--- src/rtl/collision_detector.sv ---
// ---------------------------------------------------------------------------
// collision_detector
//
// Judges one snake move. A step pulse latches the new head, the apple and the
// body length. The checker then tests the head against the arena border and
// the apple, and walks the body RAM (segments 1 .. length-1) looking for a
// self-hit. One REPORT cycle pulses done together with goodColl or badColl
// (never both) and the FSM returns to IDLE.
//
// Body RAM handshake: segRd/segAddr are driven combinationally from the
// current state, so the RAM captures the request on the next rising edge and
// presents segX/segY during the following cycle. That is the cycle in which
// SCAN compares the segment and, if needed, requests the next one.
//
// Latency from the accepting edge E0 to the REPORT cycle:
//   wall hit or length <= 1 : 1
//   self-hit at segment i   : i + 1
//   otherwise               : length (clamped to MAX_LEN)
//
// Build option: define COLL_WALL_WRAP_EN for a wrap-around arena in which
// border cells are legal (the wall term is forced to 0).
// ---------------------------------------------------------------------------
module collision_detector #(
   parameter int MAX_LEN    = 100,
   parameter int GRID_X_MAX = 15,
   parameter int GRID_Y_MAX = 15
) (
   input  logic       clk,
   input  logic       rst,
   input  logic       step,
   input  logic [3:0] headX,
   input  logic [3:0] headY,
   input  logic [3:0] appleX,
   input  logic [3:0] appleY,
   input  logic [6:0] bodyLen,
   output logic [6:0] segAddr,
   output logic       segRd,
   input  logic [3:0] segX,
   input  logic [3:0] segY,
   output logic       goodColl,
   output logic       badColl,
   output logic       done,
   output logic       busy
);

   localparam logic [1:0] IDLE   = 2'd0;
   localparam logic [1:0] CHECK  = 2'd1;
   localparam logic [1:0] SCAN   = 2'd2;
   localparam logic [1:0] REPORT = 2'd3;

   localparam logic [6:0] MAX_LEN_C = 7'(MAX_LEN);
   localparam logic [3:0] X_MAX_C   = 4'(GRID_X_MAX);
   localparam logic [3:0] Y_MAX_C   = 4'(GRID_Y_MAX);

   logic [1:0] state_q,   state_d;
   logic [3:0] head_x_q,  head_x_d;
   logic [3:0] head_y_q,  head_y_d;
   logic [3:0] apple_x_q, apple_x_d;
   logic [3:0] apple_y_q, apple_y_d;
   logic [6:0] len_q,     len_d;
   logic [6:0] idx_q,     idx_d;
   logic       self_q,    self_d;

   logic       wall;
   logic       apple_hit;
   logic       seg_hit;
   logic       short_body;
   logic       last_seg;
   logic [6:0] len_clamped;
   logic       seg_rd;
   logic [6:0] seg_addr;

   // Classify the latched head: border cell, apple cell, short body.
   always_comb begin
`ifdef COLL_WALL_WRAP_EN
      wall = 1'b0;
`else
      wall = (head_x_q == 4'd0) || (head_x_q == X_MAX_C) ||
             (head_y_q == 4'd0) || (head_y_q == Y_MAX_C);
`endif
      apple_hit   = (head_x_q == apple_x_q) && (head_y_q == apple_y_q);
      seg_hit     = (segX == head_x_q) && (segY == head_y_q);
      short_body  = (len_q <= 7'd1);
      last_seg    = (idx_q >= (len_q - 7'd1));
      len_clamped = (bodyLen > MAX_LEN_C) ? MAX_LEN_C : bodyLen;
   end

   // Next-state, body-RAM request and operand latching.
   always_comb begin
      // NOTE: every variable gets a default before the case so no path
      // leaves one unassigned; that is what keeps this block latch-free.
      state_d   = state_q;
      head_x_d  = head_x_q;
      head_y_d  = head_y_q;
      apple_x_d = apple_x_q;
      apple_y_d = apple_y_q;
      len_d     = len_q;
      idx_d     = idx_q;
      self_d    = self_q;
      seg_rd    = 1'b0;
      seg_addr  = 7'd0;

      case (state_q)
         IDLE: begin
            if (step) begin
               head_x_d  = headX;
               head_y_d  = headY;
               apple_x_d = appleX;
               apple_y_d = appleY;
               len_d     = len_clamped;
               idx_d     = 7'd0;
               self_d    = 1'b0;
               state_d   = CHECK;
            end
         end

         CHECK: begin
            if (wall || short_body) begin
               state_d = REPORT;
            end else begin
               seg_rd   = 1'b1;
               seg_addr = 7'd1;
               idx_d    = 7'd1;
               state_d  = SCAN;
            end
         end

         SCAN: begin
            // segX/segY hold segment idx_q during this cycle.
            if (seg_hit) begin
               self_d  = 1'b1;
               state_d = REPORT;
            end else if (last_seg) begin
               state_d = REPORT;
            end else begin
               seg_rd   = 1'b1;
               seg_addr = idx_q + 7'd1;
               idx_d    = idx_q + 7'd1;
            end
         end

         REPORT: begin
            state_d = IDLE;
         end

         default: begin
            state_d = IDLE;
         end
      endcase
   end

   // State and operand registers with synchronous reset.
   always_ff @(posedge clk) begin
      // NOTE: sequential state uses non-blocking assignments only, so every
      // register samples its _d value from before this edge.
      if (rst) begin
         // NOTE: the operand registers are reset as well; they are few and
         // this keeps every output and debug view deterministic after reset.
         state_q   <= IDLE;
         head_x_q  <= 4'd0;
         head_y_q  <= 4'd0;
         apple_x_q <= 4'd0;
         apple_y_q <= 4'd0;
         len_q     <= 7'd0;
         idx_q     <= 7'd0;
         self_q    <= 1'b0;
      end else begin
         state_q   <= state_d;
         head_x_q  <= head_x_d;
         head_y_q  <= head_y_d;
         apple_x_q <= apple_x_d;
         apple_y_q <= apple_y_d;
         len_q     <= len_d;
         idx_q     <= idx_d;
         self_q    <= self_d;
      end
   end

   // Result pulses live only in REPORT; bad always wins over good.
   always_comb begin
      done     = (state_q == REPORT);
      badColl  = done && (wall || self_q);
      goodColl = done && apple_hit && !(wall || self_q);
      busy     = (state_q != IDLE);
      segRd    = seg_rd;
      segAddr  = seg_addr;
   end

endmodule

--- config.mk ---
export PLATFORM = sky130hd
export DESIGN_NAME = collision_detector
export DESIGN_NICKNAME = d
export VERILOG_FILES = /design/src/rtl/collision_detector.sv
export SDC_FILE = /design/constraint.sdc
export NUM_CORES = 1
export LEC_CHECK = 0
export ABC_AREA = 1
export CAP_MARGIN = 20
export CELL_PAD_IN_SITES_DETAIL_PLACEMENT = 1
export CELL_PAD_IN_SITES_GLOBAL_PLACEMENT = 1
export CORE_UTILIZATION = 32
export DETAILED_ROUTE_END_ITERATION = 10
export PLACE_DENSITY_LB_ADDON = 0.1
export SYNTH_ARGS = -nofsm -noshare
export SYNTH_HDL_FRONTEND = slang
export SYNTH_SLANG_ARGS = --single-unit
--- constraint.sdc ---
create_clock -name clk -period 2.6 [get_ports clk]
set_clock_uncertainty 0.2 [all_clocks]
set_input_delay 0.65 -clock clk [delete_from_list [all_inputs] [get_ports clk]]
set_output_delay 0.65 -clock clk [all_outputs]
set_load 0.02 [all_outputs]
Word level (Yosys, flattened, before mapping)
Index checks and enable logic that the tools add are counted.
{"block": "word_totals", "register_bits": 33, "inputBits": 34, "output_inout_bits": 12, "wordCells": 71}
{"block": "classes", "muxes": 22, "order_cmp": 3, "eq_ne": 15, "reduce_logical": 21, "n_addsub": 2}
{"op": "7-bit two-way mux", "n": 7}
{"op": "7-bit one-hot mux with 3 select lines", "n": 1}
{"op": "4-bit == test", "n": 4}
{"op": "7-bit one-hot mux with 2 select lines", "n": 1}
{"op": "2-bit != test (second input constant)", "n": 5}
{"op": "4-bit == test (second input constant)", "n": 2}
{"op": "4-bit zero test", "n": 2}
{"op": "2-bit one-hot mux with 4 select lines", "n": 1}
{"op": "7-bit by 1-bit adder with 7-bit output (second input constant)", "n": 1}
{"op": "7-bit greater-or-equal comparator", "n": 1}
{"op": "7-bit greater-than comparator (second input constant)", "n": 1}
{"op": "7-bit by 1-bit less-or-equal comparator with 1-bit output (second input constant)", "n": 1}
{"op": "1-bit two-way mux", "n": 7}
{"op": "7-bit by 1-bit subtractor with 7-bit output (second input constant)", "n": 1}
{"op": "2-bit two-way mux", "n": 3}
{"op": "1-bit logical AND", "n": 5}
{"op": "1-bit logical OR", "n": 5}
{"op": "5-bit AND reduction", "n": 1}
{"op": "2-bit == test (second input constant)", "n": 2}
{"op": "1-bit one-hot mux with 2 select lines", "n": 2}
{"op": "2-bit AND reduction", "n": 2}
{"op": "2-bit nonzero test", "n": 2}
{"op": "3-bit != test (second input constant)", "n": 1}
{"op": "3-bit AND reduction", "n": 1}
{"op": "other kinds (4)", "n": 4}

Depth between registers and ports, before layout
{"block": "logic_depth", "depth_word": 7, "mapped_depth": 17, "ltp_nobuf": 17}

Worst setup path after synthesis
Ideal clock, no wire load.
{"block": "synth_timing", "path_type": "register -> output", "startpoint": "register len_q[0]", "endpoint": "output port segAddr[0]", "path_buffers": 0, "path_stages_with_launch": 13, "t_required_ns": 1.750, "path_slack_ns": -0.459, "arrival_ns": 2.209, "path_cell_list": "dfxtp_1 > inv_1 > ha_1 > nand2_1 > nor2_1 > xnor2_1 > ha_1 > a21o_1 > nor2_1 > nand2_1 > nor2_8 > nand2_4 > o21ai_0"}
{"block": "synth_between", "elab_chain_len": 5, "word_cells_on_any_way": 8, "cone_classes": "add/sub: 1; order compare: 2; mux: 4; reduce/logical: 1"}
{"element": "from (decl)", "line": "60", "text": "logic [6:0] len_q, len_d;"}
{"element": "from (signal assigned)", "line": "173", "text": "len_q <= len_d;"}
{"element": "7-bit by 1-bit subtractor with 7-bit output", "line": "84", "text": "last_seg = (idx_q >= (len_q - 7'd1));"}
{"element": "7-bit greater-or-equal comparator", "line": "84"}
{"element": "7-bit two-way mux", "line": "133", "text": "end else if (last_seg) begin"}
{"element": "7-bit two-way mux", "line": "130", "text": "if (seg_hit) begin"}
{"element": "7-bit one-hot mux with 2 select lines (*)", "line": "103", "text": "case (state_q)"}
{"element": "to (decl)", "line": "36", "text": "output logic [6:0] segAddr,"}
Every way passes the cells marked *; elsewhere a longest branch is shown, timed or not.

Final worst setup path
{"block": "layout_timing", "startpoint": "register len_q[2]", "endpoint": "output port segAddr[2]"}
{"block": "layout_between", "elab_chain_len": 5}
{"element": "7-bit by 1-bit subtractor with 7-bit output", "line": "84"}
{"element": "7-bit greater-or-equal comparator", "line": "84"}
{"element": "7-bit two-way mux", "line": "133"}
{"element": "7-bit two-way mux", "line": "130"}
{"element": "7-bit one-hot mux with 2 select lines", "line": "103"}
No other way between the ends.

==> qor.yml <==
run_status:
  outcome: "complete, but fails checks"
  violations: "DRC, setup timing"
grt:
  antenna_found_initial: 0
  globalRouteOverflowTotal: 0
  grt_pass1_wl_um: 10730
  grt_usage_pct: 18.87
  grt_pass1_vias: 2431
  grt_max_degree: 27
worst_setup_path:
  cp_slowest_cell: "dfxtp_2"
  r2r-start: "len_q[2]$_SDFFE_PP0P_"
  r2r_end: "idx_q[4]$_SDFFE_PP0P_"
  critical_path_class: "reg2out"
  cp_cell_sequence: "nor2_4 > nand2_2 > nor2_2 > xor2_1 > inv_1 > ha_4 > nand2_2 > a21oi_1 > nor2_1 > nand2_2 > nor2_8 > nand2_8 > nor3_4 > buf_6"
  rr_worst_depth: 18
  critical_path_arrival_ps: 2320
  slowest_delay_ps: 340
  cp_data_required_time_ps: 1750
  worst-path-max-fanout: 7
  path_common_cell: "nand2_2"
  cp-end-kind: "output port"
  reg2reg_slack_ps: 30
  critPathLaunchType: "register"
logic_synthesis:
  ys_ff_latch: 33
  synth_nets: 359
  yosys.area_share.adder_pct: 8.746
  yosys_warnings: 0
  synth_compound_area_share_pct: 14.52
  synth_xor_area_share_pct: 6.939
  synth_top_family_by_area: "simple AND/OR/NAND/NOR gates"
  synth_mux_area_share_pct: 0
  synth_simple_gate_area_share_pct: 31.84
  syn_inst: 310
  avgSynthCellArea_um2: 6.922
  ys_types: 28
  synth-seq-area-share_pct: 30.79
  synth_area_um2: 2146
timing:
  worst_pin_slew_ps: 495.8
  setup_slack_ps: -567.3
  setup_viol: 8
  finalHoldViolations: 0
  maxSlewHeadroom_pct: 66.91
  period_minus_slack_ps: 3167
  post-route-period-util_pct: 121.8
  finalSetupTns_ps: -4367
  fmax_ghz: 0.3157
  drv_slew: 0
  rsz0062_at_grt: "true"
min_path:
  whs_path_depth: 2
  hp-class: "reg2reg"
  hold_end: "self_q$_SDFFE_PP0P_"
  min_from: "self_q$_SDFFE_PP0P_"
placement:
  dp_slack_ps: -859.9
  port_buffers: 45
  place_congestion: 0.8042
  dpl_cell_area_um2: 3124
  placedCellCount: 475
  dp_hpwl_um: 4982
clock_tree:
  clock-sinks: 33
  clock_latency_ps: 290
  numCtsBuffers: 5
  htree_levels: 2
  cts_tree: "built"
  cts_buffer_depth: 2
  cts_root_buf: "clkbuf_8"
  clkTransAtPathRegs_ps: 70
die:
  die_x_um: 83.89
  coreArea_um2: 6422
  boundaryPins: 46
  rows: 29
  die_y_um: 83.89
  die_area_um2: 7038
  start_util_pct: 33.41
detailed_routing:
  dr.pass1.iters: 7
  ant_nets: 0
  via_per_inst: 4.778
  drt_iter0_drc: 28
  wl_per_cell_um: 12.91
  drt-total-wl_um: 6276
  via_count: 2322
  drc: 10
power:
  power_density_nw_per_um2: 1133
  p_leak_nw: 1.486
  vdd_drop_max_mv: 0.4049
  p_total_mw: 3.810
cells_and_area:
  drive_above_1_share_pct: 30.81
  regArea_um2: 673.1
  fin_nets: 457
  antenna_cells: 0
  multi_input_comb_area_um2: 1505
  area_growth_pct: 56.73
  fill_cells: 824
  fin_cells: 486
  stdcell_area_um2: 3363
run:
  cap_violations: 0
==> synth_stat cells, drive strengths merged <==
cell type / count / area, um^2
o31ai: 1 / 7.510
buf: 1 / 5.000
clkbuf: 6 / 22.52
nand3b: 3 / 22.52
inv: 33 / 126.4
a211oi: 4 / 30.03
xor2: 4 / 35.03
nor2: 66 / 294.0
nand3: 18 / 95.09
dfxtp: 33 / 660.6
xnor2: 13 / 113.9
or2: 1 / 6.260
o21ai: 29 / 145.1
nand2: 56 / 237.7
a221oi: 1 / 8.760
nor3: 3 / 15.01
a21o: 1 / 7.510
a21oi: 19 / 106.4
ha: 15 / 187.7
nand4: 2 / 12.51
o22ai: 1 / 6.260
==> state kept, by name, indices dropped and copies added, names as in the netlist <==
name	cells
head_y_q	4
len_q	7
apple_y_q	4
head_x_q	4
state_q	2
self_q	1
apple_x_q	4
idx_q	7
==> cell usage in the layout, fill, tap and decap left out, drive strengths merged <==
| master | netlist | layout |
|---|---|---|
| nand2 | 56 | 56 |
| a21oi | 19 | 19 |
| nor2 | 66 | 66 |
| buf | 1 | 62 |
| o22ai | 1 | 1 |
| bufinv | 0 | 1 |
| clkinv | 0 | 1 |
| nand3b | 3 | 3 |
| a221oi | 1 | 1 |
| nand4 | 2 | 2 |
| nor3 | 3 | 3 |
| xnor2 | 13 | 13 |
| clkbuf | 6 | 5 |
| dlygate4sd2 | 0 | 1 |
| nand3 | 18 | 18 |
| inv | 33 | 33 |
| or2 | 1 | 1 |
| xor2 | 4 | 4 |
| o21ai | 29 | 29 |
| o31ai | 1 | 1 |
| clkinvlp | 0 | 1 |
| a21o | 1 | 1 |
| clkdlybuf4s50 | 0 | 35 |
| a211oi | 4 | 4 |
| ha | 15 | 15 |
| dfxtp | 33 | 33 |
==> worst max-delay path by stage <==
stage,startpoint,to,slack (ps),depth (start not counted)
after floorplan,len_q[1]$_SDFFE_PP0P_,segAddr[2],-190,12
after global placement,len_q[0]$_SDFFE_PP0P_,segAddr[2],-760,14
after detailed placement,len_q[0]$_SDFFE_PP0P_,segAddr[1],-860,14
after CTS,len_q[0]$_SDFFE_PP0P_,segAddr[2],-590,13
after global routing,len_q[2]$_SDFFE_PP0P_,segAddr[1],-730,14
final,len_q[2]$_SDFFE_PP0P_,segAddr[2],-570,14
==> kinds of logic after synthesis <==
group,Yosys count
xor gates and xnor gates,17
DFF,33
and+or+nand+nor,149
AOI/OAI and AO/OA,56
buffers and inverters,40
adders and majority gates,15
==> worst max-delay path: cells and delay by family, from the launching register on <==
kind | cells | cell delay [ps]
xor+xnor | 1 | 160
simple gates | 9 | 1010
compound gates | 1 | 60
fa+ha+maj | 1 | 220
flops | 1 | 340
buf+inv | 2 | 220
==> routing by layer <==
layer	track usage [%]	share of wire, %	vias to the layer above
li1	-	-	1199
met1	22.56	45	1085
met2	35.32	52	33
met3	2.374	1.9	5
met4	4.702	0.94	0
met5	0	0	-
==> per-stage QoR <==
step / util, % / hold slack (ps)
floorplan: - / 248.1
global placement: 48.65 / 269.1
detailed placement: 48.65 / 273.4
CTS: 51.28 / 289.9
global route: 52.37 / 324.2
finish: 52.37 / 287.9
==> power by group <==
part / total, mW / switching (mW) / internal [mW]
logic: 2.45 / 1.34 / 1.11
registers: 0.863 / 0.176 / 0.687
clock network: 0.499 / 0.212 / 0.287
total: 3.81 / 1.73 / 2.09
==> what timing repair did <==
action / 4_1_cts / 5_1_grt
hold buffers: 0 / 0
pin swaps: 13 / 1
resized for setup: 64 / 12
setup buffers: 2 / 1
endpoints found under the setup margin: 17 / 15
==> final cells by class <==
type / count / share of cell area (%)
multi-input cells: 237 / 44.75
flip-flops and latches: 33 / 20.01
repair buffers: 98 / 25.04
inverters: 33 / 3.906
well taps: 77 / 2.865
clock inverters: 3 / 1.376
clock buffers: 5 / 2.046
Power figures use the tool's default switching activity.
